### src/rtl/mul_div_if.sv
// Issue/response bundle between the datapath (master) and the iterative
// RV32M multiply/divide unit (slave).
interface mul_div_if #(
    parameter int DATA_WIDTH   = 32,
    parameter int FUNCT_LENGTH = 3
);
    logic                    Start;
    logic [FUNCT_LENGTH-1:0] Funct3;
    logic [DATA_WIDTH-1:0]   SrcA;
    logic [DATA_WIDTH-1:0]   SrcB;
    logic                    Busy;
    logic                    Done;
    logic [DATA_WIDTH-1:0]   Result;

    modport master (output Start, Funct3, SrcA, SrcB, input Busy, Done, Result);
    modport slave  (input Start, Funct3, SrcA, SrcB, output Busy, Done, Result);
endinterface

### src/rtl/mul_div_unit.sv
// Radix-2 iterative RV32M multiply/divide: shift-add multiply, restoring divide.
// Define MULDIV_DIV_EN to build the divide datapath; otherwise divide ops return 0.
module mul_div_unit #(
    parameter int DATA_WIDTH   = 32,
    parameter int FUNCT_LENGTH = 3
) (
    input logic       clk,
    input logic       reset,
    mul_div_if.slave  bus
);
    localparam int W  = DATA_WIDTH;
    localparam int CW = $clog2(DATA_WIDTH);

    typedef enum logic [1:0] {IDLE, CALC, FINISH} state_t;

    state_t                  state_q;
    logic [CW-1:0]           cnt_q;
    logic [FUNCT_LENGTH-1:0] op_q;
    logic [W-1:0]            mag_q;
    logic [2*W-1:0]          acc_q;
    logic                    neg_q;
    logic                    spec_q;
    logic [W-1:0]            spec_res_q;
    logic                    busy_q;
    logic                    done_q;
    logic [W-1:0]            result_q;

    logic           is_div, a_signed, b_signed, a_neg, b_neg, neg_d;
    logic [W-1:0]   a_mag, b_mag;
    logic           special_d;
    logic [W-1:0]   spec_res_d;
    logic [W:0]     mul_sum;
    logic [2*W-1:0] mul_acc_d;
    logic [2*W-1:0] prod_fix;
    logic [W-1:0]   res_d;

    always_comb begin
        is_div   = bus.Funct3[2];
        // MULH/MULHSU/DIV/REM treat rs1 as signed; only MULH/DIV/REM treat rs2 as signed
        a_signed = is_div ? !bus.Funct3[0] : (bus.Funct3[1:0] == 2'b01 || bus.Funct3[1:0] == 2'b10);
        b_signed = is_div ? !bus.Funct3[0] : (bus.Funct3[1:0] == 2'b01);
        a_neg    = a_signed & bus.SrcA[W-1];
        b_neg    = b_signed & bus.SrcB[W-1];
        a_mag    = a_neg ? -bus.SrcA : bus.SrcA;
        b_mag    = b_neg ? -bus.SrcB : bus.SrcB;
        neg_d    = (is_div && bus.Funct3[1]) ? a_neg : (a_neg ^ b_neg);
    end

`ifdef MULDIV_DIV_EN
    logic [W-1:0] rem_q;
    logic [W-1:0] rem_d;
    logic [W-1:0] quot_d;
    logic [W:0]   rem_sh;
    logic [W:0]   diff;
    logic         div_zero, div_ovf;

    always_comb begin
        div_zero   = (bus.SrcB == '0);
        div_ovf    = !bus.Funct3[0] && (bus.SrcA == {1'b1, {(W-1){1'b0}}}) && (bus.SrcB == '1);
        special_d  = is_div && (div_zero || div_ovf);
        spec_res_d = '0;
        if (div_zero)
            spec_res_d = bus.Funct3[1] ? bus.SrcA : '1;
        else if (div_ovf)
            spec_res_d = bus.Funct3[1] ? '0 : {1'b1, {(W-1){1'b0}}};

        // rem < divisor before the shift, so the difference fits in W+1 bits and bit W flags a borrow
        rem_sh = {rem_q, acc_q[W-1]};
        diff   = rem_sh - {1'b0, mag_q};
        if (!diff[W]) begin
            rem_d  = diff[W-1:0];
            quot_d = {acc_q[W-2:0], 1'b1};
        end else begin
            rem_d  = rem_sh[W-1:0];
            quot_d = {acc_q[W-2:0], 1'b0};
        end
    end
`else
    always_comb begin
        special_d  = is_div;
        spec_res_d = '0;
    end
`endif

    always_comb begin
        mul_sum   = {1'b0, acc_q[2*W-1:W]} + (acc_q[0] ? {1'b0, mag_q} : '0);
        mul_acc_d = {mul_sum, acc_q[W-1:1]};
        // High-half sign correction must negate the full double-width product
        prod_fix  = neg_q ? -acc_q : acc_q;
        res_d     = '0;
        if (spec_q)
            res_d = spec_res_q;
        else if (!op_q[2])
            res_d = (op_q[1:0] == 2'b00) ? prod_fix[W-1:0] : prod_fix[2*W-1:W];
`ifdef MULDIV_DIV_EN
        else if (op_q[1])
            res_d = neg_q ? -rem_q : rem_q;
        else
            res_d = neg_q ? -acc_q[W-1:0] : acc_q[W-1:0];
`endif
    end

    always_ff @(posedge clk) begin
        if (reset) begin
            state_q    <= IDLE;
            cnt_q      <= '0;
            op_q       <= '0;
            mag_q      <= '0;
            acc_q      <= '0;
            neg_q      <= 1'b0;
            spec_q     <= 1'b0;
            spec_res_q <= '0;
            busy_q     <= 1'b0;
            done_q     <= 1'b0;
            result_q   <= '0;
`ifdef MULDIV_DIV_EN
            rem_q      <= '0;
`endif
        end else begin
            done_q <= 1'b0;
            unique case (state_q)
                IDLE: begin
                    if (bus.Start) begin
                        op_q       <= bus.Funct3;
                        neg_q      <= neg_d;
                        cnt_q      <= '0;
                        spec_q     <= special_d;
                        spec_res_q <= spec_res_d;
                        // Multiply keeps the multiplicand aside; divide keeps the divisor
                        mag_q      <= is_div ? b_mag : a_mag;
                        acc_q      <= {{W{1'b0}}, (is_div ? a_mag : b_mag)};
`ifdef MULDIV_DIV_EN
                        rem_q      <= '0;
`endif
                        busy_q     <= 1'b1;
                        state_q    <= special_d ? FINISH : CALC;
                    end
                end
                CALC: begin
`ifdef MULDIV_DIV_EN
                    if (op_q[2]) begin
                        acc_q <= {acc_q[2*W-1:W], quot_d};
                        rem_q <= rem_d;
                    end else begin
                        acc_q <= mul_acc_d;
                    end
`else
                    acc_q <= mul_acc_d;
`endif
                    cnt_q <= cnt_q + 1'b1;
                    if (cnt_q == CW'(W-1))
                        state_q <= FINISH;
                end
                FINISH: begin
                    result_q <= res_d;
                    done_q   <= 1'b1;
                    busy_q   <= 1'b0;
                    state_q  <= IDLE;
                end
                default: state_q <= IDLE;
            endcase
        end
    end

    assign bus.Busy   = busy_q;
    assign bus.Done   = done_q;
    assign bus.Result = result_q;
endmodule

### src/flat_wrapper.sv
// flat-port wrapper written by rule: the top's interface ports become plain ports
module mul_div_unit_flat 
#(
    parameter int DATA_WIDTH   = 32,
    parameter int FUNCT_LENGTH = 3
)
  (clk, reset, bus_Start, bus_Funct3, bus_SrcA, bus_SrcB, bus_Busy, bus_Done, bus_Result);
  mul_div_if #(.DATA_WIDTH(DATA_WIDTH), .FUNCT_LENGTH(FUNCT_LENGTH)) bus_i ();
  input logic clk;
  input logic reset;
  input wire logic [$bits(bus_i.Start)-1:0] bus_Start;
  input wire logic [$bits(bus_i.Funct3)-1:0] bus_Funct3;
  input wire logic [$bits(bus_i.SrcA)-1:0] bus_SrcA;
  input wire logic [$bits(bus_i.SrcB)-1:0] bus_SrcB;
  output wire logic [$bits(bus_i.Busy)-1:0] bus_Busy;
  output wire logic [$bits(bus_i.Done)-1:0] bus_Done;
  output wire logic [$bits(bus_i.Result)-1:0] bus_Result;
  assign bus_i.Start = bus_Start;
  assign bus_i.Funct3 = bus_Funct3;
  assign bus_i.SrcA = bus_SrcA;
  assign bus_i.SrcB = bus_SrcB;
  assign bus_Busy = bus_i.Busy;
  assign bus_Done = bus_i.Done;
  assign bus_Result = bus_i.Result;
  mul_div_unit #(.DATA_WIDTH(DATA_WIDTH), .FUNCT_LENGTH(FUNCT_LENGTH)) u_core (.clk(clk), .reset(reset), .bus(bus_i));
endmodule
### config.mk
export PLATFORM = sky130hd
export DESIGN_NAME = mul_div_unit_flat
export DESIGN_NICKNAME = d
export VERILOG_FILES = /design/src/rtl/mul_div_if.sv /design/src/rtl/mul_div_unit.sv /design/src/flat_wrapper.sv
export SDC_FILE = /design/constraint.sdc
export NUM_CORES = 1
export LEC_CHECK = 0
export ABC_AREA = 0
export BUFFER_PORTS_ARGS = -buffer_cell sky130_fd_sc_hd__buf_2
export CELL_PAD_IN_SITES_DETAIL_PLACEMENT = 0
export CELL_PAD_IN_SITES_GLOBAL_PLACEMENT = 2
export CORE_MARGIN = 2
export CORE_UTILIZATION = 30
export CTS_BUF_LIST = sky130_fd_sc_hd__clkbuf_16
export DETAILED_ROUTE_END_ITERATION = 10
export PLACE_DENSITY = 0.81
export SYNTH_ARGS = -nofsm -noshare
export SYNTH_HDL_FRONTEND = slang
export SYNTH_SLANG_ARGS = --single-unit
### constraint.sdc
create_clock -name clk -period 4.66 [get_ports clk]
set_clock_uncertainty 0.15 [all_clocks]
set_input_delay 0.466 -clock clk [delete_from_list [all_inputs] [get_ports clk]]
set_output_delay 0.466 -clock clk [all_outputs]
set_load 0.1 [all_outputs]
==> results of run 1 <==
==> flip-flops by register name (all words and copies together) (netlist names) <==
register	count
u_core.spec_q	1
u_core.bus.Busy	1
u_core.cnt_q	5
u_core.op_q	2
u_core.neg_q	1
u_core.bus.Done	1
u_core.state_q	2
u_core.bus.Result	32
u_core.mag_q	32
u_core.acc_q	64
==> through the flow <==
step / std cells / utilization, %
floorplan: 1362 / -
global placement: 1839 / 33.3
detailed placement: 1839 / 33.3
CTS: 1871 / 35.0
global route: 1871 / 35.0
finish: 1871 / 35.0
==> area by class of cell <==
| cell class | instances | area (µm²) |
|---|---|---|
| Tap cell | 448 | 561 |
| Clock inverter | 15 | 169 |
| Timing Repair Buffer | 121 | 651 |
| Fill cell | 3639 | 21900 |
| Sequential cell | 141 | 2820 |
| Multi-Input combinational cell | 1099 | 7060 |
| Clock buffer | 17 | 425 |
| Inverter | 30 | 113 |
==> worst max-delay path: cells and delay by family (launching register included) <==
kind	cells	cell delay, ns
AND/OR/NAND/NOR	2	0.37
buffers and inverters	1	0.06
XOR/XNOR	1	0.17
AO/OA/AOI/OAI	6	1.93
flip-flops	1	0.54
adder cells (fa/ha/maj)	2	0.58
==> path summary, 6_finish.rpt <==
path / start / end / slack, ns / cells after the start
min: bus_Funct3[1] / u_core.op_q[1]$_SDFFE_PP0P_ / 0.16 / 3
max reg2reg: u_core.acc_q[0]$_SDFFE_PP0P_ / u_core.acc_q[55]$_SDFFE_PP0P_ / 0.77 / 12
min reg2reg: u_core.mag_q[30]$_SDFFE_PP0P_ / u_core.mag_q[30]$_SDFFE_PP0P_ / 0.30 / 2
max: u_core.acc_q[0]$_SDFFE_PP0P_ / u_core.acc_q[55]$_SDFFE_PP0P_ / 0.77 / 12
==> cell usage in the layout (no fill, tap or decap), types with 20 or more instances in the layout <==
| master | instances |
|---|---|
| dfxtp_1 | 140 |
| nand2_1 | 136 |
| o21ai_0 | 111 |
| nor2_1 | 110 |
| buf_2 | 103 |
| a21oi_1 | 94 |
| xnor2_1 | 67 |
| xor2_1 | 60 |
| and2_1 | 43 |
| ha_1 | 38 |
| a22oi_1 | 37 |
| nor3_1 | 35 |
| nand3_1 | 30 |
| o31ai_1 | 30 |
| inv_1 | 29 |
| a211oi_1 | 20 |
| o211ai_1 | 20 |
==> synth_stat cells (all sizes together), types with 8 or more instances <==
cell type,instances
clkbuf,81
nor4,15
nor2b,15
o41ai,14
o211ai,20
nand3,30
and2,44
or3,16
a211oi,20
a21o,12
a31oi,16
nor2,112
xnor2,67
o31ai,30
o221ai,8
nand4,14
a21oi,94
mux2i,15
a22oi,37
a221oi,10
nand2,136
buf,11
xor2,60
a222oi,8
nand2b,15
ha,38
dfxtp,141
or4,17
inv,29
o21a,8
o21ai,116
nor3,38
==> report_power, final <==
group / switching [mW] / internal, mW / leakage, nW
clock: 0.634 / 0.765 / 0.290
sequential: 0.123 / 1.29 / 1.15
combinational: 0.618 / 0.310 / 3.06
==> cell families (layout without fill, tap and decap cells) <==
logic type               count (synthesis)  count (layout)  share of synthesized area (%)
AO/OA/AOI/OAI                          436             436                           27.4
XOR/XNOR                               127             127                           10.8
adder cells (fa/ha/maj)                 39              39                           4.79
buffers and inverters                  122             183                           4.48
flip-flops                             141             141                           27.3
multiplexers                            19              19                           1.89
AND/OR/NAND/NOR                        478             478                           23.3
==> per-layer routing <==
| layer | share of wire, % | global-route usage [%] | vias up |
|---|---|---|---|
| li1 | - | - | 5102 |
| met1 | 54 | 31.5 | 4791 |
| met2 | 39 | 27.6 | 340 |
| met3 | 6.3 | 2.31 | 15 |
| met4 | 0.79 | 3.85 | 0 |
| met5 | 0 | 0 | - |
==> results.md, run 1 <==
- Status: finished, final reports clean
- Worst-path cell chain: and2_1 > ha_1 > inv_1 > fa_1 > nor2b_1 > o2111ai_1 > a21boi_0 > a22oi_1 > o311ai_0 > o31ai_1 > xor2_1 > o21ai_0
- Crit-path max FO: 13
- Slack of the critical path: 0.772 ns
- Via Count: 10248
- Clock Tree Buf Depth: 2
- Total core area: 33700 µm²
- Num rows: 67
- Vias in the first global route: 9571
- Layout cells sized above 1: 12.5%
- Drt total wl: 35400 µm
- Setup TNS: 0 ns
- Largest area contributor in the netlist: dfxtp_1
- DP Worst Slack: 0.783 ns
- Hold Buf Count CTS: 0
- Cell area after synthesis: 10300 µm²
- First-pass GRT wire length: 55800 µm
- Antenna-violating nets left: 0
- DR WL/cell: 18.9 µm
- Clock root cell: clkbuf_16
- Crit path kind: register to register
- CP max stage delay: 0.74 ns
- Full die area: 35900 µm²
- Clock slew at reported path FFs: 0.07 ns
- P per Cell Area: 317 nW/µm²
- IO buf count: 103
- #FFs+latches synth: 141
- Synth area leaders: dfxtp_1 (27%), xnor2_1 (5.7%), o21ai_0 (5.4%)
- Detailed Route Iter0 Violations: 838
- Final Hold Fails: 0
- Fraction of registers with async set or reset after synthesis: 0%
- Top-area cell type share of the netlist area: 27.3%
- CP Capture Type: register
- RSZ-0062 raised after global routing: no
- Fin crit share: 83.4%
- Vias per cell: 5.48
- Post-CTS Setup Bufs: 0
- Post-Layout Inst Area: 11800 µm²
- # diodes: 0
- Register area share after synthesis: 27.3%
- Netlist cell types: 69
- Net Count, Synth: 1471
- DP HPWL: 27100 µm
- Max-slew violation count: 0
- Layout area overhead: 14.2%
- Top-Level Pins: 104
- Average cell area after synthesis: 7.59 µm²
- Total grt overflow: 0
- Maximum vdd drop: 0.000205 V
- Post-Synthesis Cells: 1362
- Drt drc: 0
- Slowest CP cell: o311ai_0
- Slew @ Worst Pin: 1.07 ns
- CTS tree: done
- Yosys warning count: 0
- Fmax: 0.257 GHz
- Die span in x: 190 µm
- Fin crit period: 3.89 ns
- Number of synthesized flops with an enable pin: 0
- Cell leakage power: 4.50 nW
- Sink Count: 141
- Largest net degree at the start of global routing: 64
- GPL Wtd Cong: 0.873
- Maxcap violations: 0
- Initial DRT Pass Iterations: 6
- Crit path DAT: 4.08 ns
- Worst hold margin: 0.156 ns
- Worst setup SP type: register
- Post-CTS Resized: 0
- Worst hold path type: input pin to register
- Initial core utilization: 30.7%
- Height of the die: 190 µm
- Clk Latency, worst-skew pair: 0.43 ns
- Number of buffers created by CTS: 17
- H-Tree Level Count: 4
- Net count, final: 1519
- Ys flop type: dfxtp_1
- Setup-failing EPs final: 0
- CP Data Required Time: 4.85 ns
- Placed cell areas: 11200 µm²
- Initial antenna violation count: 0
- Design Power: 3.74 mW
- Gr usage total: 19.6%
- Rel. slew slack: 28.6%
No activity file was read; power rests on OpenSTA's default activity.
==> run 2: changes to the inputs <==
Settings changed: ABC_AREA 0 to 1, PLACE_DENSITY 0.81 to 0.88.
Clock period 4.66 ns to 4.05 ns, I/O delays scaled along.
==> results.md, run 2 <==
- DR WL/cell: 18.7 µm
- Total grt overflow: 0
- H-Tree Level Count: 4
- Most frequent cells in the layout: nand2_1 (704), inv_1 (275), nor2_1 (236)
- Vias in the first global route: 13739
- Top-area cell type share of the netlist area: 22.6%
- CP max stage delay: 0.44 ns
- Worst hold path type: input pin to register
- Largest Register: u_core.acc_q
- Fraction of registers with async set or reset after synthesis: 0%
- Register area share after synthesis: 22.6%
- Initial core utilization: 30.5%
- RSZ-0062 raised after global routing: no
- IO buf count: 103
- Maximum vdd drop: 0.000275 V
- Final design utilization: 34.4%
- Antenna-violating nets left: 0
- Setup-failing EPs final: 0
- Post-CTS Setup Bufs: 0
- Number of synthesized flops with an enable pin: 0
- Vias per cell: 5.22
- Number of buffers created by CTS: 17
- Num rows: 74
- CTS tree: done
- Layout area overhead: 12.7%
- Worst setup SP type: register
- Status: finished, final reports clean
- Top-Level Pins: 104
- Via Count: 14792
- Average cell area after synthesis: 5.62 µm²
- Total core area: 41000 µm²
- Crit path kind: register to register
- Drt total wl: 53000 µm
- Final std cells w/o fill: 2835
- Post-Synthesis Cells: 2226
- Rel. slew slack: 32.2%
- Gr usage total: 24.3%
- Cell area after synthesis: 12500 µm²
- Drt drc: 0
- Crit path DAT: 3.07 ns
- Clk Latency, worst-skew pair: 0.45 ns
- Fmax: 0.341 GHz
- Hold Buf Count CTS: 0
- Maxcap violations: 0
- P per Cell Area: 340 nW/µm²
- Top post-synthesis cells by count: nand2_1 (704), inv_1 (273), nor2_1 (239)
- Setup TNS: 0 ns
- Fin crit share: 72.3%
- Slew @ Worst Pin: 1.02 ns
- CP Capture Type: register
- Full die area: 43300 µm²
- Cell leakage power: 7.09 nW
- Synth area leaders: dfxtp_1 (23%), nand2_1 (21%), nand3_1 (8.8%)
- Yosys warning count: 0
- First-pass GRT wire length: 81300 µm
- CP Data Required Time: 4.20 ns
- CP most frequent cell: nand2_1
- Top-count cell post-synth: nand2_1
- Net count, final: 2400
- Clock root cell: clkbuf_16
- Die span in x: 208 µm
- Fin crit period: 2.93 ns
- Slowest CP cell: fa_1
- Post-CTS Resized: 0
- Worst-path cell chain: buf_4 > nand2_1 > fa_1 > inv_1 > nand2_1 > o21ai_2 > nand2_1 > nand2_1 > nand2_1 > nand2_1 > nand2_1 > nand2_1 > nand2_1 > nand3_1 > a21oi_1
- Sink Count: 141
- Final Hold Fails: 0
- Clock slew at reported path FFs: 0.06 ns
- Net Count, Synth: 2335
- Commonest non-fill, non-tap cell in the layout: nand2_1
- Ys flop type: dfxtp_1
- Initial DRT Pass Iterations: 8
- #FFs+latches synth: 141
- Crit-path max FO: 31
- Largest register FFs: 64
- Largest net degree at the start of global routing: 65
- Detailed Route Iter0 Violations: 1261
- Height of the die: 208 µm
- GPL Wtd Cong: 0.956
- Largest area contributor in the netlist: dfxtp_1
- Clock Tree Buf Depth: 2
- Total placed cells including tap cells: 2804
- # diodes: 0
- Initial antenna violation count: 0
- DP HPWL: 42900 µm
- Max-slew violation count: 0
- Layout cells sized above 1: 9.03%
- Netlist cell types: 51
==> run 2: changes by cell type after synthesis, moves of 33 or more <==
cell     change
inv_1      +244
nand3_1    +190
nor2_1     +127
xnor2_1     -61
xor2_1      -33
a21oi_1     +69
a22oi_1     -33
and2_1      -40
nand2_1    +568
==> run 2: layout make-up <==
cell class              count  area (µm²)
well taps                 532         666
flip-flops and latches    141        2820
clock buffers              17         425
multi-input cells        1724        8280
inverters                 285        1070
clock inverters            14         170
fillers                  4719       26900
repair buffers            122         658
==> run 2: critical path, delay by kind of cell, from the launching register on <==
family	cells	cell delay (ns)
adder cells (fa/ha/maj)	1	0.44
AO/OA/AOI/OAI	2	0.34
flip-flops	1	0.43
buffers and inverters	2	0.43
AND/OR/NAND/NOR	10	0.99
==> run 2: cell families after synthesis <==
logic type	after synthesis	synth area share, %
AOI/OAI and AO/OA	379	16.5
xor gates and xnor gates	36	2.70
adders and majority gates	39	3.96
buffers and inverters	361	11.4
DFF	141	22.6
and+or+nand+nor	1270	42.9
==> run 2: path summary, 6_finish.rpt <==
check,start,depth (start not counted),slack (ns),endpoint
max,u_core.acc_q[0]$_SDFFE_PP0P_,15,1.12,u_core.acc_q[61]$_SDFFE_PP0P_
min,bus_Funct3[0],3,0.09,u_core.op_q[0]$_SDFFE_PP0P_
max reg2reg,u_core.acc_q[0]$_SDFFE_PP0P_,15,1.12,u_core.acc_q[61]$_SDFFE_PP0P_
min reg2reg,u_core.bus.Result[20]$_SDFFE_PP0P_,2,0.30,u_core.bus.Result[20]$_SDFFE_PP0P_
==> run 2: metal layers <==
layer / track usage, % / up-vias / wire [µm]
met5: 0 / - / 0
met4: 8.41 / 0 / 1470
met3: 2.22 / 69 / 3000
met2: 39.4 / 561 / 23700
met1: 33.8 / 6838 / 24900
li1: - / 7324 / -
==> run 2: where the power goes <==
part / switching (mW) / internal [mW]
logic: 1.13 / 0.415
registers: 0.127 / 1.48
clock network: 0.672 / 0.968
==> run 2: stage by stage <==
step | cell area [µm²] | total power [mW] | setup slack, ns | hold WS, ns
floorplan | 12500 | 2.64 | 1.49 | 0.295
global placement | 13500 | 3.15 | 1.25 | 0.282
detailed placement | 13500 | 3.15 | 1.18 | 0.286
CTS | 14100 | 4.80 | 1.15 | 0.0804
global route | 14100 | 5.04 | 0.792 | 0.106
finish | 14100 | 4.79 | 1.12 | 0.0932
==> run 3: changes to the inputs <==
Clock period 4.05 ns to 2.9 ns, I/O delays scaled along.
==> results.md, run 3 (synthesized netlist as in run 2, its figures left out) <==
- Slew @ Worst Pin: 1.03 ns
- Final Hold Fails: 0
- Bufs and invs on worst path: 3
- Clock slew at reported path FFs: 0.07 ns
- Maximum vdd drop: 0.000386 V
- Sequential cell area: 2820 µm²
- DP HPWL: 43100 µm
- CP Data Required Time: 3.06 ns
- Rel. slew slack: 31.3%
- Initial DRT Pass Iterations: 7
- Worst setup path start: u_core.acc_q[0]$_SDFFE_PP0P_
- Crit path kind: register to register
- # fillers: 4700
- Worst setup SP type: register
- CP delay by family, top: simple AND/OR/NAND/NOR gates
- Worst Hold Launch: bus_SrcB[0]
- Top-Level Pins: 104
- Crit path DAT: 2.77 ns
- # diodes: 0
- Largest register FFs: 64
- Maxcap violations: 0
- Sequential share of power: 33.4%
- DR WL/cell: 18.8 µm
- CP Capture Type: register
- Die span in x: 208 µm
- Final design utilization: 34.7%
- Crit-path max FO: 33
- RSZ-0062 raised after global routing: no
- H-Tree Level Count: 4
- Vias in the first global route: 14000
- Largest net degree at the start of global routing: 60
- Slowest CP cell: ha_1
- Initial antenna violation count: 0
- Total grt overflow: 0
- P per Cell Area: 470 nW/µm²
- Worst-path cell chain: buf_12 > nand2_1 > inv_1 > ha_1 > nand2_1 > nor2_1 > inv_1 > nor2_1 > nand2_1 > nand3_1 > nand3_1 > nand2_1 > nand2_1 > nand3_1 > a21oi_1
- GR Layer Usage met2: 38.4%
- Height of the die: 208 µm
- NetSw: 2.79 mW
- Detailed Route Iter0 Violations: 1315
- Most frequent cells in the layout: nand2_1 (704), inv_1 (273), nor2_1 (236)
- Setup-failing EPs final: 0
- Vias per cell: 5.21
- IO buf count: 103
- Via Count: 14854
- Antenna-violating nets left: 0
- Routing usage on met3: 3.15%
- Status: finished, final reports clean
- Fin crit period: 2.60 ns
- Clock Tree Buf Depth: 2
- Gr busiest metal: met2
- Net count, final: 2413
- Fmax: 0.384 GHz
- CTS tree: done
- Total core area: 41000 µm²
- Num rows: 74
- Commonest non-fill, non-tap cell in the layout: nand2_1
- Fin crit share: 89.8%
- Sink Count: 141
- Clock root cell: clkbuf_16
- Switching share of power: 41.7%
- Design Power: 6.69 mW
- Worst R2R Start: u_core.acc_q[0]$_SDFFE_PP0P_
- Cell leakage power: 7.16 nW
- Drt total wl: 53400 µm
- Power Internal: 3.90 mW
- Number of buffers created by CTS: 17
- Setup TNS: 0 ns
- Largest Register: u_core.acc_q
- GPL Wtd Cong: 0.933
- Clk Latency, worst-skew pair: 0.45 ns
- Gr usage total: 24.7%
- Met1 Track Usage GR: 34.6%
- Max-slew violation count: 0
- Worst hold path type: input pin to register
- Full die area: 43300 µm²
- Area of the multi-input gates: 8280 µm²
- CP most frequent cell: nand2_1
- Initial core utilization: 30.5%
- Layout area overhead: 13.7%
- First-pass GRT wire length: 82500 µm
- Drt drc: 0
- Layout cells sized above 1: 9.54%
- Gate power share: 32.5%
- CP max stage delay: 0.40 ns
- Clock network power share: 34.1%
- Post-CTS Resized: 0
==> run 3: through the flow <==
| step | cell area (µm²) | hold WS, ns | setup WS [ns] | instances |
|---|---|---|---|---|
| after floorplan | 12500 | 0.275 | 0.340 | 2226 |
| after CTS | 14200 | 0.0237 | 0.318 | 2849 |
| after detailed placement | 13600 | 0.285 | 0.349 | 2814 |
| final | 14200 | 0.0410 | 0.296 | 2849 |
| after global routing | 14200 | 0.0568 | 0.0878 | 2849 |
| after global placement | 13600 | 0.282 | 0.382 | 2814 |
==> run 3: power by group through the flow <==
| stage | clock network, mW | logic (mW) | registers, mW |
|---|---|---|---|
| 2_1_floorplan | 0 | 1.31 | 2.38 |
| 3_3_place_gp | 0 | 2.14 | 2.27 |
| 3_5_place_dp | 0 | 2.14 | 2.27 |
| 4_1_cts | 2.32 | 2.15 | 2.23 |
| 5_1_grt | 2.40 | 2.39 | 2.25 |
| 6_report | 2.28 | 2.18 | 2.23 |
==> run 3: path summary, 6_finish.rpt <==
check	to	slack [ns]	cells after the start
worst min register to register	u_core.bus.Result[28]$_SDFFE_PP0P_	0.30	2
worst max-delay path	u_core.acc_q[59]$_SDFFE_PP0P_	0.30	15
worst min-delay path	u_core.mag_q[0]$_SDFFE_PP0P_	0.04	3
worst max register to register	u_core.acc_q[59]$_SDFFE_PP0P_	0.30	15
==> run 3: final cells by class <==
type	count	share of cell area, %
multi-input combinational	1724	58.2
clock buffer	17	2.99
tap	532	4.68
clock inverter	15	1.19
timing repair buffer	135	5.54
inverter	285	7.55
sequential	141	19.9
==> run 3: tightest hold or removal path: stages <==
cell and delay, ns:
buf_2 0.15, nand2_1 0.08, a31oi_1 0.07
==> run 3: repair_timing <==
action                                  CTS  global route
hold buffers                              3             0
endpoints found under the setup margin    0             0
buffers inserted                          0             0
endpoints found under the hold margin     3             0
==> run 3: per-layer routing <==
| layer | vias up | wire (µm) |
|---|---|---|
| met5 | - | 0 |
| met4 | 0 | 2030 |
| met3 | 93 | 3040 |
| met2 | 546 | 23000 |
| met1 | 6857 | 25300 |
| li1 | 7358 | - |
